### src/rtl/types_pkg.sv
// ============================================================================
// Module  : types (package)
// Brief   : Shared pipeline types for the memory stage and its neighbours.
// Revision: 1.0 - initial release
// ============================================================================
`default_nettype none

package types;

    typedef logic [3:0] wrstb_t;

    // Encoding 2'b11 is left unnamed; consumers treat it as NONE.
    typedef enum logic [1:0] {
        MEM_OP_NONE  = 2'b00,
        MEM_OP_LOAD  = 2'b01,
        MEM_OP_STORE = 2'b10
    } mem_op_e;

    typedef enum logic [1:0] {
        FW_SEL_NONE   = 2'b00,
        FW_SEL_EX_MEM = 2'b01,
        FW_SEL_MEM_WB = 2'b10
    } fw_sel_e;

    typedef enum logic [0:0] {
        MEM_ST_IDLE = 1'b0,
        MEM_ST_BUS  = 1'b1
    } mem_state_e;

    typedef struct packed {
        logic [4:0]  rd_addr;
        logic [31:0] rd_data;
        mem_op_e     mem_op;
        logic [31:0] mem_data;
    } mem_params_t;

    typedef struct packed {
        logic [4:0]  rd_addr;
        logic [31:0] rd_data;
    } wb_params_t;

    typedef struct packed {
        logic        req;
        logic        we;
        logic [31:0] addr;
        logic [31:0] wdata;
        wrstb_t      wrstb;
    } dbus_req_t;

    localparam wrstb_t      c_WRSTB_WORD = 4'hF;
    localparam logic [31:0] c_WORD_MASK  = 32'hFFFF_FFFC;

    function automatic logic is_mem_access(input mem_op_e op);
        return (op == MEM_OP_LOAD) || (op == MEM_OP_STORE);
    endfunction

endpackage

`default_nettype wire

### src/rtl/mem_stage.sv
// ============================================================================
// Module  : mem_stage
// Brief   : Pipeline memory-access stage: word loads/stores over a req/ack
//           data bus, MEM/WB forwarding source (FW_SEL_MEM_WB) and load hazard
//           indication. Optional macro MEM_STAGE_ALIGN_CHECK_EN enables the
//           misaligned-access trap.
// Revision: 1.0 - initial release
// ============================================================================
`default_nettype none

module mem_stage
    import types::*;
(
    input  logic        clk,
    input  logic        rst,
    input  logic        in_valid,
    input  mem_params_t in_params,
    output logic        in_ready,
    output logic        dbus_req,
    output logic        dbus_we,
    output logic [31:0] dbus_addr,
    output logic [31:0] dbus_wdata,
    output wrstb_t      dbus_wrstb,
    input  logic        dbus_ack,
    input  logic [31:0] dbus_rdata,
    output logic        out_valid,
    output wb_params_t  out_params,
    output logic [4:0]  fw_rd_addr,
    output logic [31:0] fw_rd_data,
    output logic        fw_load_pending,
    output logic [4:0]  fw_load_rd,
    output logic        align_err
);

    mem_state_e  r_state;
    mem_state_e  w_state_next;
    mem_params_t r_op;
    logic        r_out_valid;
    wb_params_t  r_out_params;
    logic        r_align_err;
    dbus_req_t   w_dbus;
    logic        w_accept;
    logic        w_access;
    logic        w_misaligned;
    logic        w_bus_done;

    assign w_accept   = in_valid && (r_state == MEM_ST_IDLE);
    assign w_access   = is_mem_access(in_params.mem_op);
    assign w_bus_done = (r_state == MEM_ST_BUS) && dbus_ack;

`ifdef MEM_STAGE_ALIGN_CHECK_EN
    assign w_misaligned = (in_params.rd_data[1:0] != 2'b00);
`else
    assign w_misaligned = 1'b0;
`endif

    // State register; reset drops dbus_req immediately and abandons the access.
    always_ff @(posedge clk or posedge rst) begin
        if (rst) begin
            r_state <= MEM_ST_IDLE;
        end else begin
            r_state <= w_state_next;
        end
    end

    always_comb begin
        w_state_next = r_state;
        case (r_state)
            MEM_ST_IDLE: begin
                if (w_accept && w_access && !w_misaligned) begin
                    w_state_next = MEM_ST_BUS;
                end
            end
            MEM_ST_BUS: begin
                if (dbus_ack) begin
                    w_state_next = MEM_ST_IDLE;
                end
            end
            default: w_state_next = MEM_ST_IDLE;
        endcase
    end

    always_comb begin
        in_ready        = 1'b0;
        w_dbus          = '0;
        fw_load_pending = 1'b0;
        fw_load_rd      = 5'd0;
        case (r_state)
            MEM_ST_IDLE: begin
                in_ready = 1'b1;
            end
            MEM_ST_BUS: begin
                w_dbus.req   = 1'b1;
                w_dbus.we    = (r_op.mem_op == MEM_OP_STORE);
                w_dbus.addr  = r_op.rd_data & c_WORD_MASK;
                w_dbus.wdata = r_op.mem_data;
                w_dbus.wrstb = (r_op.mem_op == MEM_OP_STORE) ? c_WRSTB_WORD : 4'h0;
                if (r_op.mem_op == MEM_OP_LOAD) begin
                    fw_load_pending = 1'b1;
                    fw_load_rd      = r_op.rd_addr;
                end
            end
            default: in_ready = 1'b0;
        endcase
    end

    assign dbus_req   = w_dbus.req;
    assign dbus_we    = w_dbus.we;
    assign dbus_addr  = w_dbus.addr;
    assign dbus_wdata = w_dbus.wdata;
    assign dbus_wrstb = w_dbus.wrstb;

    always_ff @(posedge clk or posedge rst) begin
        if (rst) begin
            r_op <= '0;
        end else if (w_accept && w_access) begin
            r_op <= in_params;
        end
    end

    // Result register: every completion (pass-through, bus, or trap) pulses one cycle.
    always_ff @(posedge clk or posedge rst) begin
        if (rst) begin
            r_out_valid  <= 1'b0;
            r_out_params <= '0;
            r_align_err  <= 1'b0;
        end else begin
            r_out_valid  <= 1'b0;
            r_out_params <= '0;
            r_align_err  <= 1'b0;
            if (w_accept && !w_access) begin
                r_out_valid          <= 1'b1;
                r_out_params.rd_addr <= in_params.rd_addr;
                r_out_params.rd_data <= in_params.rd_data;
            end else if (w_accept && w_misaligned) begin
                r_out_valid <= 1'b1;
                r_align_err <= 1'b1;
            end else if (w_bus_done) begin
                r_out_valid <= 1'b1;
                if (r_op.mem_op == MEM_OP_LOAD) begin
                    r_out_params.rd_addr <= r_op.rd_addr;
                    r_out_params.rd_data <= dbus_rdata;
                end
            end
        end
    end

    assign out_valid  = r_out_valid;
    assign out_params = r_out_params;
    assign align_err  = r_align_err;
    assign fw_rd_addr = r_out_valid ? r_out_params.rd_addr : 5'd0;
    assign fw_rd_data = r_out_valid ? r_out_params.rd_data : 32'd0;

endmodule

`default_nettype wire
### config.mk
export PLATFORM = sky130hd
export DESIGN_NAME = mem_stage
export DESIGN_NICKNAME = d
export VERILOG_FILES = /design/src/rtl/types_pkg.sv /design/src/rtl/mem_stage.sv
export SDC_FILE = /design/constraint.sdc
export NUM_CORES = 1
export LEC_CHECK = 0
export BUFFER_PORTS_ARGS = -buffer_cell sky130_fd_sc_hd__buf_4
export CAP_MARGIN = 5
export CORE_MARGIN = 4
export CORE_UTILIZATION = 45
export DETAILED_ROUTE_END_ITERATION = 7
export GPL_TIMING_DRIVEN = 0
export HOLD_SLACK_MARGIN = 0.15
export PLACE_DENSITY = 0.87
export SKIP_CTS_REPAIR_TIMING = 1
export SYNTH_ARGS = -nofsm -noshare
export SYNTH_HDL_FRONTEND = slang
export SYNTH_SLANG_ARGS = --single-unit
### constraint.sdc
create_clock -name clk -period 5.9 [get_ports clk]
set_clock_uncertainty 0.15 [all_clocks]
set_input_delay 1.77 -clock clk [delete_from_list [all_inputs] [get_ports clk]]
set_output_delay 1.77 -clock clk [all_outputs]
set_load 0.05 [all_outputs]
==> flow_metrics.env <==
export IMPL_dominant_register_cell_in_the_synthesized_netlist="sky130_fd_sc_hd__dfrtp_1"
export IMPL_critical_path_endpoint_type="output port"
export IMPL_layout_area_seq_um2=2700
export IMPL_post_place_ws_ns=2.07
export IMPL_detail_route_wirelength_mm=13.3
export IMPL_antenna_diode_count=0
export IMPL_synthCells=369
export IMPL_die_w_um=111
export IMPL_synth_seq_cells=108
export IMPL_min_path_type="reg2reg"
export IMPL_clk_pin_slew_ns=0.10
export IMPL_maxSlewHeadroom_pct=43.7
export IMPL_critPathMaxStageDelay_ns=0.57
export IMPL_worst_path_buf_inv=4
export IMPL_detailedRoute_firstIterationViolations=152
export IMPL_final_period_minus_worst_setup_slack_ns=4.23
export IMPL_floorplan_initialDensity_pct=46.0
export IMPL_p_clk_share_pct=17.5
export IMPL_vias=3877
export IMPL_hold_path_start="r_op[57]"
export IMPL_pin_count_of_the_biggest_net_entering_global_routing=61
export IMPL_post_synth_top_area_fraction_pct=56.9
export IMPL_vias_per_cell=4.97
export IMPL_postSynthAreaPerCell_um2=12.9
export IMPL_timing_setup_critical_path_class="reg2out"
export IMPL_synth_area_top_cells="sky130_fd_sc_hd__dfrtp_1 57%, sky130_fd_sc_hd__and2_1 14%, sky130_fd_sc_hd__mux2_2 11%"
export IMPL_clock_fmax_mhz=237
export IMPL_initial_antenna_violation_count=0
export IMPL_clk_buf_depth=2
export IMPL_leakage_nw=3.64
export IMPL_grt_use_met2_pct=39.1
export IMPL_ys_seq_area_share_pct=56.9
export IMPL_post_synth_most_frequent_cells="108 x sky130_fd_sc_hd__dfrtp_1, 106 x sky130_fd_sc_hd__and2_1, 48 x sky130_fd_sc_hd__mux2_2"
export IMPL_syn_cell_area_um2=4750
export IMPL_most_numerous_cell_in_the_yosys_netlist="sky130_fd_sc_hd__dfrtp_1"
export IMPL_drv_cap=0
export IMPL_finalWorstSetupSlack_ns=1.67
export IMPL_worstPathMaxFanout=10
export IMPL_synth_largest_area_cell="sky130_fd_sc_hd__dfrtp_1"
export IMPL_ant_nets=0
export IMPL_critical_path_slowest_cell="sky130_fd_sc_hd__nor3b_1"
export IMPL_globalRoute_busiestLayer="met2"
export IMPL_critPathLaunchType="flip-flop"
export IMPL_multiInputGateArea_um2=1840
export IMPL_arrival_ns=2.31
export IMPL_setup_repair_after_global_routing_missed_its_margin="false"
export IMPL_cpMostUsedCell="sky130_fd_sc_hd__buf_4"
export IMPL_grt_met3_usage_pct=6.60
export IMPL_number_of_global_route_vias_before_repair=4171
export IMPL_floorplan_die_area_um2=12300
export IMPL_worstSetupStartpoint="r_state"
export IMPL_final_setup_viol_count=0
export IMPL_cts_inserted_buffers=9
export IMPL_crit_family="buffers and inverters"
export IMPL_final_nets=746
export IMPL_seqPwrFrac_pct=42.3
export IMPL_synth_warning_count=0
export IMPL_drive_above_1_share_pct=53.1
export IMPL_grt_met1_usage_pct=24.6
export IMPL_htree_depth=3
export IMPL_die_height_um=111
export IMPL_timing_hold_violations_final=0
export IMPL_cp_required_ns=3.98
export IMPL_worst_r2r_startpoint="r_state"
export IMPL_top_level_ports=260
export IMPL_cts_root_buffer_cell="sky130_fd_sc_hd__clkbuf_8"
export IMPL_area_delta_synth_final_pct=48.4
export IMPL_netSwitchingFraction_pct=39.0
export IMPL_ys_types=23
export IMPL_grt_first_pass_wirelength_mm=21.5
export IMPL_cts_tree="done"
export IMPL_drcViolationCount=0
export IMPL_groute_usage_overall_pct=21.7
export IMPL_power_share_combinational_pct=40.2
export IMPL_placeableCoreArea_um2=10300
export IMPL_path_cells="clkbuf_1 > inv_1 > nor3b_1 > buf_4 > buf_4"
export IMPL_finalInstanceArea_um2=7050
export IMPL_wire_per_inst_um=17.0
export IMPL_p_per_area_nw_per_um2=326
export IMPL_number_of_synthesized_flops_with_an_enable_pin=0
export IMPL_status="completed"
export IMPL_totalNegativeSetupSlack_ns=0
export IMPL_io_buffer_count=256
export IMPL_synth_async_sr_flop_share_pct=100
export IMPL_p_int_w=0.00140
export IMPL_netSwitchingPower_w=0.000897
export IMPL_worst_slew_pin_transition_ns=0.842
export IMPL_placement_cell_area_um2=6880
export IMPL_final_period_utilization_pct=71.7
export IMPL_slew_viol_final=0
export IMPL_fillerInstances=786
export IMPL_grt_overflow_total=0
export IMPL_ir_worst_vdd_mv=0.200
export IMPL_tritoncts_num_sinks=108
export IMPL_insertion_delay_ns=0.36
export IMPL_finalWeightedCongestion=0.810
export IMPL_drt_pre_antenna_iters=4
export IMPL_hpwl_mm=10.6
export IMPL_placementRows=37
cells in the final DEF (no fill, tap or decap), drive strengths merged:
cell type and count:
a21boi 1, a21o 1, a21oi 2, a22o 37, and2 106, and3b 1
buf 279, clkbuf 22, clkinv 2, clkinvlp 2, conb 3, dfrtp 108
inv 4, mux2 67, nand2b 1, nor2 2, nor2b 1, nor3b 1
o21ai 1, o22a 1, o22ai 1, xor2 1
cells by family after synthesis:
kind of cell	Yosys count	synth area share, %
XOR/XNOR	1	0.184
flip-flops	108	56.9
AO/OA/AOI/OAI	44	7.77
other	1	0.0790
multiplexers	67	15.9
buffers and inverters	36	4.45
AND/OR/NAND/NOR	112	14.7
power by group through the flow:
| stage | Clock, W | Sequential (W) | Combinational (W) |
|---|---|---|---|
| floorplan | 0 | 0.00103 | 0.000571 |
| global placement | 0 | 0.000975 | 0.000910 |
| detailed placement | 0 | 0.000988 | 0.000933 |
| CTS | 0.000416 | 0.000972 | 0.000934 |
| global route | 0.000447 | 0.000992 | 0.000976 |
| finish | 0.000402 | 0.000972 | 0.000923 |
routing by layer:
layer	routed length [um]	vias to the layer above
met4	252	0
met5	0	-
li1	-	1777
met1	4940	1910
met3	1030	21
met2	7080	169
worst paths after layout:
kind                                        to  slack, ns  depth (start not counted)
worst min register to register        r_op[57]       0.34                          1
worst min-delay path                  r_op[57]       0.34                          1
max in group asynchronous             r_op[65]       3.55                          3
min in group asynchronous       out_params[10]       1.34                          2
worst max register to register  out_params[14]       3.80                          4
worst max-delay path             dbus_wrstb[3]       1.67                          5
layout make-up:
class,count,area share (%)
sequential,108,38.3
timing repair buffer,257,27.7
multi-input combinational,227,26.1
buffer,33,2.84
tap,136,2.41
clock buffer,11,1.86
clock inverter,5,0.533
inverter,3,0.195
registers in the layout, summed over array words and instances (netlist names):
name / count
out_params: 37
r_op: 69
r_state: 1
out_valid: 1
stage by stage:
stage | cells | util [%] | total power [W] | hold slack [ns]
2_1_floorplan | 371 | - | 0.00160 | 0.299
3_3_place_gp | 763 | 66.3 | 0.00189 | 0.310
3_5_place_dp | 764 | 66.6 | 0.00192 | 0.317
4_1_cts | 780 | 68.3 | 0.00232 | 0.341
5_1_grt | 780 | 68.3 | 0.00242 | 0.345
6_report | 780 | 68.3 | 0.00230 | 0.340
Power figures use the tool's default switching activity.
